===== config.mk =====
export PLATFORM = sky130hd
export DESIGN_NAME = v810_bus_responder
export DESIGN_NICKNAME = d
export VERILOG_FILES = /design/src/rtl/v810_bus_responder.sv
export SDC_FILE = /design/constraint.sdc
export NUM_CORES = 1
export LEC_CHECK = 0
export ABC_AREA = 1
export BUFFER_PORTS_ARGS = -buffer_cell sky130_fd_sc_hd__buf_2
export CORE_UTILIZATION = 51
export DETAILED_ROUTE_END_ITERATION = 8
export PLACE_DENSITY = 0.89
export SLEW_MARGIN = 15
export SYNTH_ARGS = -nofsm -noshare
export SYNTH_HDL_FRONTEND = slang
export SYNTH_SLANG_ARGS = --single-unit

===== constraint.sdc =====
create_clock -name CLK -period 1.9 [get_ports CLK]
set_input_delay 0.285 -clock CLK [delete_from_list [all_inputs] [get_ports CLK]]
set_output_delay 0.285 -clock CLK [all_outputs]
set_load 0.05 [all_outputs]

===== src/rtl/v810_bus_responder.sv =====
// v810_bus_responder: target end of the v810_mem bus. Decodes cycles that fall in
// its window and answers them from a synchronous RAM, with programmable waits and 16-bit sizing.
module v810_bus_responder #(
  parameter int          AW   = 10,
  parameter logic [31:0] BASE = 32'h0000_0000,
  parameter logic [31:0] MASK = 32'h8000_0000,
  parameter bit          IO   = 1'b0
) (
  input  logic          CLK,
  input  logic          RESn,
  input  logic          CE,
  input  logic [31:0]   A,
  input  logic [31:0]   D_I,
  output logic [31:0]   D_O,
  input  logic [3:0]    BEn,
  input  logic [1:0]    ST,
  input  logic          DAn,
  input  logic          MRQn,
  input  logic          RW,
  input  logic          BCYSTn,
  output logic          READYn,
  output logic          SZRQn,
  input  logic [3:0]    WS,
  input  logic          DW16,
  output logic [AW-1:0] MEM_A,
  output logic [31:0]   MEM_DI,
  input  logic [31:0]   MEM_DO,
  output logic [3:0]    MEM_BEn,
  output logic          MEM_nCE,
  output logic          MEM_nWE
);

  typedef enum logic [1:0] {S_IDLE, S_ACC, S_DONE} state_t;

  state_t        state_q, state_d;
  logic [3:0]    cnt_q, cnt_d;
  logic          rw_q, rw_d;
  logic          w16_q, w16_d;
  logic          a1_q, a1_d;
  logic [3:0]    ben_q, ben_d;
  logic          ready_n_q, ready_n_d;
  logic          szrq_n_q, szrq_n_d;
  logic [31:0]   d_o_q, d_o_d;
  logic [AW-1:0] mem_a_q, mem_a_d;
  logic [31:0]   mem_di_q, mem_di_d;
  logic [3:0]    mem_ben_q, mem_ben_d;
  logic          mem_nce_q, mem_nce_d;
  logic          mem_nwe_q, mem_nwe_d;

  logic          addr_hit;
  logic          space_hit;
  logic          sel;
  logic [15:0]   rd_half;
  logic [31:0]   rd_fmt;

  function automatic logic [31:0] wr_data(input logic [31:0] d, input logic w16);
    return w16 ? {d[15:0], d[15:0]} : d;
  endfunction

  function automatic logic [3:0] wr_ben(input logic [3:0] be, input logic w16, input logic a1);
    if (!w16) return be;
    return a1 ? 4'b0011 : 4'b1100;
  endfunction

  assign addr_hit  = ((A ^ BASE) & MASK) == 32'h0;
  assign space_hit = IO ? (MRQn && (ST == 2'b10)) : ~MRQn;
  // A new cycle is accepted from IDLE or DONE only; a T1 seen while busy is dropped.
  assign sel       = RESn && CE && ~BCYSTn && addr_hit && space_hit && (state_q != S_ACC);

  assign rd_half = a1_q ? MEM_DO[31:16] : MEM_DO[15:0];
  assign rd_fmt  = w16_q ? {rd_half, rd_half} : MEM_DO;

  always_comb begin
    state_d   = state_q;
    cnt_d     = cnt_q;
    rw_d      = rw_q;
    w16_d     = w16_q;
    a1_d      = a1_q;
    ben_d     = ben_q;
    ready_n_d = ready_n_q;
    szrq_n_d  = szrq_n_q;
    d_o_d     = d_o_q;
    mem_a_d   = mem_a_q;
    mem_di_d  = mem_di_q;
    mem_ben_d = mem_ben_q;
    mem_nce_d = mem_nce_q;
    mem_nwe_d = mem_nwe_q;
    if (CE) begin
      case (state_q)
        S_IDLE, S_DONE: begin
          state_d   = S_IDLE;
          ready_n_d = 1'b0;
          szrq_n_d  = 1'b1;
          mem_nce_d = 1'b1;
          mem_nwe_d = 1'b1;
          mem_ben_d = 4'hF;
          if (sel) begin
            state_d   = S_ACC;
            cnt_d     = WS;
            rw_d      = RW;
            w16_d     = DW16;
            a1_d      = A[1];
            ben_d     = BEn;
            mem_a_d   = A[AW+1:2];
            ready_n_d = (WS != 4'd0);
            szrq_n_d  = ~DW16;
            mem_nce_d = ~RW;
            if (!RW && (WS == 4'd0)) begin
              mem_nce_d = 1'b0;
              mem_nwe_d = 1'b0;
              mem_di_d  = wr_data(D_I, DW16);
              mem_ben_d = wr_ben(BEn, DW16, A[1]);
            end
          end
        end
        S_ACC: begin
          if (rw_q) d_o_d = rd_fmt;
          if (!DAn) begin
            if (cnt_q != 4'd0) begin
              cnt_d     = cnt_q - 4'd1;
              ready_n_d = (cnt_q != 4'd1);
              // The write strobe lands exactly in the cycle READYn drops.
              if (!rw_q && (cnt_q == 4'd1)) begin
                mem_nce_d = 1'b0;
                mem_nwe_d = 1'b0;
                mem_di_d  = wr_data(D_I, w16_q);
                mem_ben_d = wr_ben(ben_q, w16_q, a1_q);
              end
            end else begin
              state_d   = S_DONE;
              ready_n_d = 1'b0;
              szrq_n_d  = 1'b1;
              mem_nce_d = 1'b1;
              mem_nwe_d = 1'b1;
              mem_ben_d = 4'hF;
            end
          end
        end
        default: state_d = S_IDLE;
      endcase
    end
  end

  always_ff @(posedge CLK or negedge RESn) begin
    if (!RESn) begin
      state_q   <= S_IDLE;
      cnt_q     <= 4'd0;
      rw_q      <= 1'b0;
      w16_q     <= 1'b0;
      a1_q      <= 1'b0;
      ben_q     <= 4'hF;
      ready_n_q <= 1'b0;
      szrq_n_q  <= 1'b1;
      d_o_q     <= 32'h0;
      mem_a_q   <= '0;
      mem_di_q  <= 32'h0;
      mem_ben_q <= 4'hF;
      mem_nce_q <= 1'b1;
      mem_nwe_q <= 1'b1;
    end else begin
      state_q   <= state_d;
      cnt_q     <= cnt_d;
      rw_q      <= rw_d;
      w16_q     <= w16_d;
      a1_q      <= a1_d;
      ben_q     <= ben_d;
      ready_n_q <= ready_n_d;
      szrq_n_q  <= szrq_n_d;
      d_o_q     <= d_o_d;
      mem_a_q   <= mem_a_d;
      mem_di_q  <= mem_di_d;
      mem_ben_q <= mem_ben_d;
      mem_nce_q <= mem_nce_d;
      mem_nwe_q <= mem_nwe_d;
    end
  end

  // Address and read enable bypass the registers in T1 so RAM data is ready for a zero-wait T2.
  assign MEM_A   = sel ? A[AW+1:2] : mem_a_q;
  assign MEM_nCE = (sel && RW) ? 1'b0 : mem_nce_q;
  assign D_O     = ((state_q == S_ACC) && rw_q) ? rd_fmt : d_o_q;
  assign READYn  = ready_n_q;
  assign SZRQn   = szrq_n_q;
  assign MEM_DI  = mem_di_q;
  assign MEM_BEn = mem_ben_q;
  assign MEM_nWE = mem_nwe_q;

endmodule


After elaboration in Yosys (flattened, before gate mapping):

Index checks and enable logic that the tools add are counted.

* flip-flop bits (word level): 95
* input port bits: 114
* output and inout bits: 82
* logic and storage cells: 119

* $add $sub $neg: 1
* eq/ne operators: 12
* multiplexer cells: 61
* bitwise operators: 4
* reduce and logical (&&, ||, !) cells: 27

Operators with widths (number)
* 2-to-1 mux 32 bit: 9
* one-hot mux 32 bit (2 select lines): 1
* 2-to-1 mux 4 bit: 14
* zero test 32 bit: 1
* 2-to-1 mux 1 bit: 26
* 2-to-1 mux 16 bit: 1
* one-hot mux 4 bit (2 select lines): 2
* inequality test 2 bit (second input constant): 6
* AND reduction 3 bit: 4
* 2-to-1 mux 10 bit: 1
* logical AND 1 bit: 9
* one-hot mux 1 bit (2 select lines): 4
* AND reduction 4 bit: 2
* nonzero test 4 bit: 2
* AND reduction 7 bit: 1
* AND reduction 5 bit: 1
* == test 4 x 1 -> 1 bit (second input constant): 1
* zero test 4 bit: 1
* 2-to-1 mux 2 bit: 2
* inequality test 4 x 1 -> 1 bit (second input constant): 1
* inverter 1 bit: 4
* one-hot mux 2 bit (2 select lines): 1
* subtractor 4 x 1 -> 4 bit (second input constant): 1
* inequality test 3 bit (second input constant): 1
* 8 further kinds: 9

Depth between registers and ports, before layout:

Gate-level depths: netlist of the first run.

* depth in word-level cells: 12
* mapped depth: 10
* mapped depth without buffers: 9

Least setup slack after synthesis of the first run:

OpenSTA, ideal clock, no wires.

* kind: reg-to-output
* start: register w16_q
* end: output port D_O[19]
* arrival time: 2.191 ns
* slack: -0.576 ns
* cell stages (with the launch flop): 9
* buffers on the path: 3
* path through: dfrtp_1 buf_4 inv_2 or2_1 buf_2 buf_2 nand2_1 o21ai_0 o21ai_0

* word-level cells in the longest chain between the ends: 2

RTL lines
* start, declared: RTL line 38 `logic w16_q, w16_d;`
* start signal, assigned: RTL line 164 `w16_q <= w16_d;`
* 2-to-1 mux 32 bit: RTL line 71 `assign rd_fmt = w16_q ? {rd_half, rd_half} : MEM_DO;`
* 2-to-1 mux 32 bit: RTL line 181 `assign D_O = ((state_q == S_ACC) && rw_q) ? rd_fmt : d_o_q;`
* end, declared: RTL line 14 `output logic [31:0] D_O,`

No other way between the ends.

Worst setup path after layout of the first run:

* start: register w16_q
* end: output port D_O[24]

Same word-level chain as after synthesis.

==> results list, run 1 <==
- The congestion estimate from routability-driven global placement came to 0.865.
- The final critical path takes up 119% of the cycle.
- After filler insertion, the fill cell instance count of the layout stands at 661.
* Power dissipated by switching net loads: 6.50 mW
* Crit path required time: 1.62 ns
* Initial core utilization: 53.3%
- After the first detailed-routing iteration, the DRC count stood at 971.
* Overflow after GRT: 0
* GRT Resource Usage Total: 32.0%
- Of the total power, the share spent switching nets is 52.3%.
- Summing all non-filler instances in the final layout gives an area of 8110 um2.
* Cell Area, Synth: 5580 um2
* Vias after detailed routing: 6,736
- Core Box Area: 10,500 um2
* RSZ-0062 raised after global routing: yes
- The analysis attributes to cell leakage a power of 4.06 nW.
* First-pass DRT Iterations: 6
- Clk pwr share: 10.4%
- Least setup slack across all paths after layout: -0.370 ns
- Top achievable clock speed: 441 MHz
- On the final layout, the worst clock skew is 0.0162 ns.
- Port bufs: 173
* DR DRC count: 0
* Synthesized netlist cell count: 788
- Result of the run: finished with violations
- For the worst setup path, the data arrival time is 1.98 ns.
- The worst register-to-register path begins at state_q[1].
* Depth of the worst register-to-register path: 12
* Type of the tightest min-delay check: in2async
* H-Tree Depth: 3
* Number of max-slew violations in the final report: 0
- After detailed placement, the total cell area comes to 6700 um2.
- A synthesized cell averages 7.08 um2.
- The clock reaches the later pin of the worst-skew pair after 0.38 ns.
* Power per cell area: 1530 nW/um2
- The biggest area contributor in the post-synthesis netlist is sky130_fd_sc_hd__dfrtp_1.
- CTS tree: built
- In the synthesized netlist the dominant register cell turns out to be sky130_fd_sc_hd__dfrtp_1.
* Setup TNS Final: -7.55 ns
- Die span in x: 107 um
* EDFF count, synth: 0
* Final HPWL from detailed placement: 11,000 um
- Total of endpoints with negative setup slack in the final report: 50
* Row count: 37
- Fin util: 77.6%
- Number of clock sinks seen by CTS: 95
* Count of nets left with antenna violations after detail routing: 0
- Type of destination of the critical path: primary output
- The number of antenna diodes in the final layout is 0.
- The cell sitting at the root of the clock tree is a sky130_fd_sc_hd__clkbuf_8.
- After detailed routing, the average wire length per cell comes to 19.6 um.
* Clk pin slew, worst setup/hold paths: 0.09 ns
- Setup slack on the worst reg-to-reg path comes out at -0.02 ns.
- Placed cell count: 1,072
- Die Height: 107 um
- Critical Path End: D_O[24]
- No sink is reached through more buffers than the 2 on the longest clock path.
* Max cap viols: 0
- Routed Wire Length: 22,100 um
- Among all cell types in the netlist, the one instantiated most often is sky130_fd_sc_hd__nand2_1.
- For this run, the number of standard cells in the final layout without fillers is 1,125.
- Of all nets on the critical path, the largest fanout is 8.
* Fraction of post-synthesis cell area in the top cell type by area: 37.7%
* Die area: 11,400 um2
- The critical path is of the reg2out type.
- Per report_power, the sequential group accounts for 27.2% of the total.
- Number of ports placed on the die boundary: 196
* Inserted Clock Buffers: 9
* Final critical path time including I/O delays and setup: 2.27 ns
- In the final design database the tool counted 1,100 nets.
- Number of warnings printed during yosys synthesis: 0
- In the synthesized netlist the async set-or-reset flop fraction comes to 100%.
- In this run, synthesis produced a sequential element count of 95.
- Number of nets produced by synthesis: 904
- By count the netlist is led by 235 x sky130_fd_sc_hd__nand2_1, 134 x sky130_fd_sc_hd__o21ai_0, 103 x sky130_fd_sc_hd__inv_1, 84 x sky130_fd_sc_hd__dfrtp_1, 44 x sky130_fd_sc_hd__nand3_1.
- Headroom to the max-slew limit came out at 59.8%.
- STA classifies the critical path startpoint as a register.
- Layout cell share with drive strength beyond 1: 36.8%
* Worst VDD drop: 0.00102 V
- Tracing the worst setup path back leads to its startpoint at w16_q.
- Largest net degree at the start of global routing: 96
* Initial antenna violation count: 1
- Via density per instance: 5.99
* Global-route wire length before repair: 28,400 um
- Violations in the final reports: setup timing
* Transition time at the pin with the least slew margin: 0.603 ns
- By area the synthesized netlist is led by sky130_fd_sc_hd__dfrtp_1 38%, sky130_fd_sc_hd__nand2_1 16%, sky130_fd_sc_hd__o21ai_0 12%, sky130_fd_sc_hd__inv_1 6.9%, sky130_fd_sc_hd__dfstp_2 5.2%.
* Internal power: 5.92 mW
- Sequential area share after synthesis: 42.8%
* Post-synthesis cell type count: 26
* Number of hold violations in the final report: 0
- Share of power burned in combinational logic: 62.3%
* Synthesis-to-finish area growth: 45.4%
* Reg2Reg Capture Point: MEM_DI[11]
- The via count of the first global-routing pass was 5,881.
through the flow:
stage	power [mW]	hold slack (ns)	worst slack, ns
detailed placement	9.16	0.445	0.0458
global route	12.9	0.0474	-0.405
floorplan	7.70	-0.0106	-0.312
CTS	11.1	0.0472	-0.225
finish	12.4	0.0160	-0.370
global placement	9.03	0.450	0.0566
kinds of logic after synthesis:
family	synth area share [%]
buf+inv	11.7
simple gates	23.2
fa+ha+maj	0.448
flops	42.8
compound gates	21.9
layout make-up:
class / count / area [um2] / share of cell area, %
inverter: 105 / 408 / 5.03
sequential: 95 / 2390 / 29.5
tap: 136 / 170 / 2.10
timing repair inverter: 1 / 6.26 / 0.0771
timing repair buffer: 233 / 1880 / 23.1
clock inverter: 4 / 30.0 / 0.370
multi-input combinational: 539 / 3090 / 38.1
clock buffer: 12 / 145 / 1.79
routing by layer:
metal / global-route usage (%) / share of wire, % / routed length [um]
met1: 40.6 / 35 / 7740
met2: 51.7 / 48 / 10600
met3: 6.99 / 12 / 2540
met4: 15.8 / 5.5 / 1230
met5: 0 / 0 / 0
flip-flops by register name (all words and copies together) (netlist names), 2 cells and up:
signal and flops:
mem_a_q 10, MEM_BEn 4, MEM_DI 32, d_o_q 32, ben_q 4, state_q 2, cnt_q 4
how the worst min path moves through the flow:
stage               start    endpoint  slack [ns]  depth (start not counted)
floorplan            RESn   MEM_DI[0]       -0.01                          0
global placement     RESn  MEM_DI[21]        0.45                          2
detailed placement   RESn  MEM_DI[19]        0.45                          2
CTS                  RESn  MEM_DI[19]        0.05                          2
global route         RESn  MEM_DI[21]        0.05                          2
finish               RESn  MEM_DI[21]        0.02                          2
critical path, cell delays in order, from the launching register on:
cell                      delay (ns)
sky130_fd_sc_hd__dfrtp_1        0.43
sky130_fd_sc_hd__inv_2          0.05
sky130_fd_sc_hd__or2_4          0.25
sky130_fd_sc_hd__buf_12         0.14
sky130_fd_sc_hd__buf_16         0.15
sky130_fd_sc_hd__nand2_4        0.06
sky130_fd_sc_hd__o21ai_4        0.06
sky130_fd_sc_hd__o21ai_2        0.25
sky130_fd_sc_hd__buf_6          0.21
power by group through the flow:
stage	clock network [mW]	logic, mW	registers [mW]
5_1_grt	1.38	8.09	3.46
6_report	1.30	7.74	3.38
3_5_place_dp	0	5.88	3.28
4_1_cts	1.26	6.63	3.25
2_1_floorplan	0	3.21	4.48
3_3_place_gp	0	5.78	3.24
layout by cell type (no fill, tap or decap), types with 28 or more instances in the layout:
cell type                  netlist  layout
sky130_fd_sc_hd__nand2_1       235     194
sky130_fd_sc_hd__buf_2          17     130
sky130_fd_sc_hd__inv_1         103      98
sky130_fd_sc_hd__dfrtp_1        84      84
sky130_fd_sc_hd__o21ai_0       134      84
sky130_fd_sc_hd__buf_4           3      45
sky130_fd_sc_hd__nand3_1        44      43
sky130_fd_sc_hd__o21ai_2         0      35
sky130_fd_sc_hd__nor2_1         34      34
sky130_fd_sc_hd__o21bai_1       33      33
sky130_fd_sc_hd__buf_6           5      29
sky130_fd_sc_hd__nand2_4         1      28
what timing repair did:
item,in CTS,in global routing
gates resized for setup,144,120
cloned,3,8
setup buffers,5,21
endpoints found under the setup margin,43,84
pin swaps,7,19
hold buffers,0,0
No activity file was read; power rests on OpenSTA's default activity.
==> run 2, diff against run 1 <==
Settings changed: CORE_UTILIZATION 51 to 52, CTS_BUF_LIST from default to sky130_fd_sc_hd__clkbuf_4 sky130_fd_sc_hd__clkbuf_8, PLACE_DENSITY 0.89 to 0.91.
==> run 2 against run 1 <==
Against the previous run: first-iteration DRC count fell by 22%; non-clock buffer count is 31 lower; total power is 6.0% lower; largest cell class unchanged; the flow finishes with violations (hold timing, setup timing); die area fell by 1.9%; clock skew shrank 0.0056 ns; via count shrank 6.2%; sequential power down 2%; combinational power decreased by 8.8%; final cell count is 2.6% lower.
==> results list, run 2 (synthesis gave the netlist of run 1 again) <==
- Result of the run: finished with violations
- Violations in the final reports: hold timing, setup timing
* Least setup slack across all paths after layout: -0.283 ns
- The worst-case IR drop observed on VDD is 0.00104 V.
* Count of nets left with antenna violations after detail routing: 0
- STA classifies the critical path startpoint as a register.
* Number of clock sinks seen by CTS: 95
- Dividing total power by cell area gives a power density of 1540 nW/um2.
* Via density per instance: 5.76
* Type of destination of the critical path: primary output
- Routability congestion estimate from global placement: 0.902
- Global-route wire length before repair: 29,000 um
- H-Tree Depth: 3
* Transition time at the pin with the least slew margin: 0.550 ns
* Number of nets at the end of the flow: 1,071
- Clock Path Buffers: 2
- Global routing used 33.1% of the available tracks across all layers.
- Core Box Area: 10,400 um2
- First-pass DRT Iterations: 5
- Overall power of the completed layout: 11.7 mW
- The number of hold-slack violations in the final timing report was 4.
- Along the worst path, the maximum fanout reaches 8.
- Inserted Clock Buffers: 9
* DR DRC count: 0
- Number of ports placed on the die boundary: 196
- Initial antenna violation count: 0
- Final critical path time including I/O delays and setup: 2.18 ns
* Cell at the slowest stage of the critical path: sky130_fd_sc_hd__dfrtp_2
* Clk pin slew, worst setup/hold paths: 0.10 ns
- OpenSTA, run right after detailed placement, puts the worst setup slack at -0.0184 ns.
- Crit path required time: 1.62 ns
- The root buffer cell chosen for the clock tree is sky130_fd_sc_hd__clkbuf_8.
- Placed cell count: 1,068
* Largest net degree at the start of global routing: 96
- The die is 106 um tall.
- Critical path buffer and inverter count: 2
- Port bufs: 173
- Setup repair after global routing could not meet its margin everywhere.
- Post-cts hold buffer count: 0
- Relative to the synthesized area, the layout overhead comes to 36.0%.
- Non-filler instance count after layout: 1,096
* Ant diodes: 0
- Headroom to the max-slew limit came out at 63.3%.
- Kind of cell with the highest combined delay on the critical path: flip-flops
* Most common cell after layout, fill and taps aside: sky130_fd_sc_hd__nand2_1
* Number of max-slew violations in the final report: 0
- CTS tree: built
- STA puts the critical path data arrival time at 1.90 ns.
- For this run, the top clock speed supported by timing is 458 MHz.
- Worst setup path category: reg2out
- Cell-by-cell listing of the critical path: nand2_8 > buf_16 > o21ai_2 > nand2_1 > o21ai_0 > buf_4
- Average wire per cell in the routed design: 18.8 um
- The path class of the tightest hold or removal check is in2async.
- Vias after detailed routing: 6,318
- The die is 106 um wide.
* Static leakage: 3.81 nW
* Routed Wire Length: 20,600 um
- The initial utilization of the core area, before any placement, comes to 53.8%.
- Die area: 11,200 um2
- Across all hold checks on the routed design, the worst slack comes to -0.0175 ns.
* Max cap viols: 0
- In the finished design, the share of the clock period the worst path needs comes to 115%.
* Largest stage delay on the critical path: 0.50 ns
- Final HPWL from detailed placement: 10,900 um
- The via count of the first global-routing pass is 5,686.
- Maximum clock skew at final layout: 0.0106 ns
* Clock latency on the worst-skew pair: 0.36 ns
- In the final layout, the share of cells above drive strength 1 is 33.5%.
- Total of endpoints with negative setup slack in the final report: 32
* Row count: 37
* Overflow after GRT: 0
- Top library cells by usage in the layout, fill and taps aside: 215 x sky130_fd_sc_hd__nand2_1, 129 x sky130_fd_sc_hd__buf_2, 99 x sky130_fd_sc_hd__inv_1
- Initial DRC Count: 757
==> run 2: worst paths after layout <==
path / startpoint / to / slack [ns] / cells after the start
worst min-delay path: RESn / d_o_q[11] / -0.02 / 2
max in group asynchronous: RESn / a1_q / 1.43 / 2
min in group CLK: BEn[1] / ben_q[1] / 0.12 / 3
worst max register to register: state_q[1] / MEM_DI[19] / 0.07 / 9
worst min register to register: SZRQn / SZRQn / 0.47 / 2
worst max-delay path: a1_q / D_O[15] / -0.28 / 6
==> run 2: per-layer routing <==
| layer | GRT usage, % | wire (um) | vias to the layer above |
|---|---|---|---|
| met1 | 42.6 | 7380 | 2851 |
| li1 | - | - | 2859 |
| met2 | 52.7 | 9190 | 484 |
| met4 | 13.1 | 1330 | 0 |
| met3 | 9.71 | 2660 | 124 |
| met5 | 0 | 0 | - |
==> run 2: final cells by class <==
class,instances,area [um2]
Timing Repair Buffer,202,1460
Multi-Input combinational cell,542,2980
Fill cell,713,2780
Tap cell,136,170
Sequential cell,95,2390
Clock inverter,4,30.0
Clock buffer,12,159
Inverter,105,399
==> run 2: repair_timing <==
action | in CTS | in global routing
endpoints found under the setup margin | 48 | 53
setup buffers | 1 | 3
endpoints found under the hold margin | 0 | 0
gates cloned | 5 | 4
pin swaps | 8 | 14
gates resized for setup | 155 | 50
==> run 2: report_power, final <==
part	switching, mW	total [mW]	internal, mW
sequential	0.463	3.31	2.85
clock	0.742	1.31	0.569
combinational	4.97	7.06	2.09
total	6.17	11.7	5.51
==> run 2: through the flow <==
step	instance area, um2	hold slack, ns	setup TNS, ns	utilization, %
6_report	7590	-0.0175	-4.35	73.2
5_1_grt	7590	0.0564	-6.47	73.2
4_1_cts	7290	0.0421	-1.59	70.3
3_5_place_dp	6670	0.441	-0.0184	64.3
3_3_place_gp	6670	0.442	0	64.3
2_1_floorplan	5640	-0.0106	-4.87	-
==> run 3, diff against run 2 <==
Settings changed: REMOVE_ABC_BUFFERS from default to 1.
==> run 3 against run 2 <==
Against the previous run: wire length shrank 22%; largest cell class unchanged; the flow finishes with violations (setup timing); clock power grew 27%; via count shrank 6.3%.
==> results list, run 3 (synthesis gave the netlist of run 1 again) <==
* Cell-by-cell listing of the critical path: inv_2 > or2_4 > buf_12 > nand2_1 > o21ai_0 > o21ai_1 > buf_6
- Inserted Clock Buffers: 9
- Worst VDD drop: 0.00123 V
- Overall power consumption after layout is estimated at 11.6 mW.
- Synthesis-to-finish area growth: 33.2%
* Die span in x: 106 um
* Count of nets left with antenna violations after detail routing: 0
- The core region is 10,400 um2.
- Max transition margin: 62.9%
- Cell Area, Placed: 6610 um2
- Setup violations remaining at the end of the flow were counted as 32.
* Most common cell after layout, fill and taps aside: sky130_fd_sc_hd__nand2_1
* Largest net degree at the start of global routing: 96
- Measured along the y axis, the die boundary spans 106 um.
* Worst setup path category: reg2out
- Reg-to-reg slack, setup: 0.13 ns
* Kind of start point of the critical path: register
- Type of destination of the critical path: primary output
- Number of hold violations in the final report: 0
- The final layout contains 1,066 nets.
- For this run, the total global-route usage over all layers was measured as 28.3%.
- Max-cap violations in this run came to 0.
* Number of ports placed on the die boundary: 196
- STA puts the critical path data arrival time at 1.90 ns.
- Setup repair after global routing could not meet its margin everywhere.
* Power per cell area: 1560 nW/um2
- Vias after detailed routing: 5,919
* Vias in the first global route: 5,482
* Non-filler instance count after layout: 1,092
- Hold path cells: 3
- Violations in the final reports: setup timing
* Clock latency on the worst-skew pair: 0.36 ns
* Depth of the worst register-to-register path: 9
- Transition time at the pin with the least slew margin: 0.556 ns
- Cell at the slowest stage of the critical path: sky130_fd_sc_hd__dfrtp_1
* H-Tree Depth: 3
* Hold Startpoint: BEn[0]
- Static leakage: 3.77 nW
- Before antenna repair, the detailed router went through 5 iterations.
- Top achievable clock speed: 459 MHz
* DR DRC count: 0
- The worst register-to-register path begins at state_q[1].
* Average wire per cell in the routed design: 14.8 um
- Summed over all layers, the global routing overflow is 0.
- The number of max-slew violations in the final report was 0.
- On the worst path, the slowest cell contributes a delay of 0.41 ns.
- Placed cell count: 1,066
* Critical path buffer and inverter count: 3
- Reg2Reg Capture Point: MEM_DI[7]
- Initial antenna violation count: 1
* Number of clock sinks seen by CTS: 95
- Clock Path Buffers: 2
* Maximum clock skew at final layout: 0.00716 ns
- Kind of cell with the highest combined delay on the critical path: buffers and inverters
- Fin util: 71.7%
- The final critical path takes up 115% of the cycle.
- Type of the tightest min-delay check: in2reg
* Design Area, Final: 7430 um2
* Via density per instance: 5.42
- TritonCTS built the clock tree.
- Adding up every negative setup slack in the final design gives -3.09 ns.
* Least setup slack across all paths after layout: -0.281 ns
* Initial core utilization: 53.8%
- The floorplan step defined a die boundary enclosing 11,200 um2.
- The post-route netlist has 28.4% of its cells at a drive strength greater than 1.
- The flow ran to the end, but the final reports show violations.
* Crit path launch: w16_q
* Top library cells by usage in the layout, fill and taps aside: 221 x sky130_fd_sc_hd__nand2_1, 129 x sky130_fd_sc_hd__buf_2, 101 x sky130_fd_sc_hd__inv_1
- The path with the worst hold slack has its endpoint at ben_q[0].
* Port bufs: 173
* Clk pin slew, worst setup/hold paths: 0.09 ns
* Row count: 37
- The first global-routing pass estimated 25,200 um of wire.
- Final HPWL from detailed placement: 10,100 um
- Routed Wire Length: 16,100 um
- Of all nets on the critical path, the largest fanout is 17.
* Final critical path time including I/O delays and setup: 2.18 ns
- Routability-driven placement finished with a final weighted congestion of 0.846.
- At the worst endpoint, the required time is 1.62 ns.
* Initial DRC Count: 427
- In this run the clock root is driven by a sky130_fd_sc_hd__clkbuf_8.
==> run 3: worst max path at each step <==
stage | to | slack, ns | depth (start not counted)
2_1_floorplan | cnt_q[0] | -1.27 | 6
3_3_place_gp | D_O[21] | 0.07 | 7
3_5_place_dp | MEM_A[7] | 0.05 | 7
4_1_cts | D_O[25] | -0.15 | 7
5_1_grt | D_O[31] | -0.34 | 7
6_report | D_O[31] | -0.28 | 7
==> run 3: cell type report <==
class | count | area, um2
fill | 810 | 2940
clock inverter | 5 | 104
multi-input combinational | 538 | 2700
clock buffer | 11 | 151
sequential | 95 | 2390
antenna | 1 | 2.50
timing repair buffer | 201 | 1520
inverter | 105 | 402
tap | 136 | 170
==> run 3: worst register-to-register path, delay by kind of cell, from the launching register on <==
kind                   cells  cell delay, ns
and+or+nand+nor            5            0.69
DFF                        1            0.40
buffers and inverters      3            0.33
AOI/OAI and AO/OA          1            0.23
==> run 3: repair_timing <==
action,CTS,global route
hold endpoints to repair,0,1
setup buffers,3,2
endpoints found under the setup margin,43,45
pin swaps,1,5
cloned,1,2
gates resized for setup,102,79
hold buffers,0,1
==> run 3: routing by layer <==
layer	vias to the layer above	wire length, um	track usage [%]
li1	2851	-	-
met1	2724	6360	35.8
met2	277	8100	46.9
met3	67	948	4.08
met4	0	722	15.3
met5	-	0	0
==> run 3: power breakdown <==
part / switching, mW / leakage (nW) / internal [mW]
logic: 4.55 / 2.59 / 2.06
registers: 0.430 / 1.06 / 2.85
clock network: 0.724 / 0.130 / 0.947
==> run 3: stage by stage <==
stage               hold WS (ns)  setup WS, ns
floorplan                -0.0106         -1.27
global placement           0.405        0.0727
detailed placement         0.407        0.0454
CTS                      0.00528        -0.149
global route               0.127        -0.340
finish                     0.127        -0.281
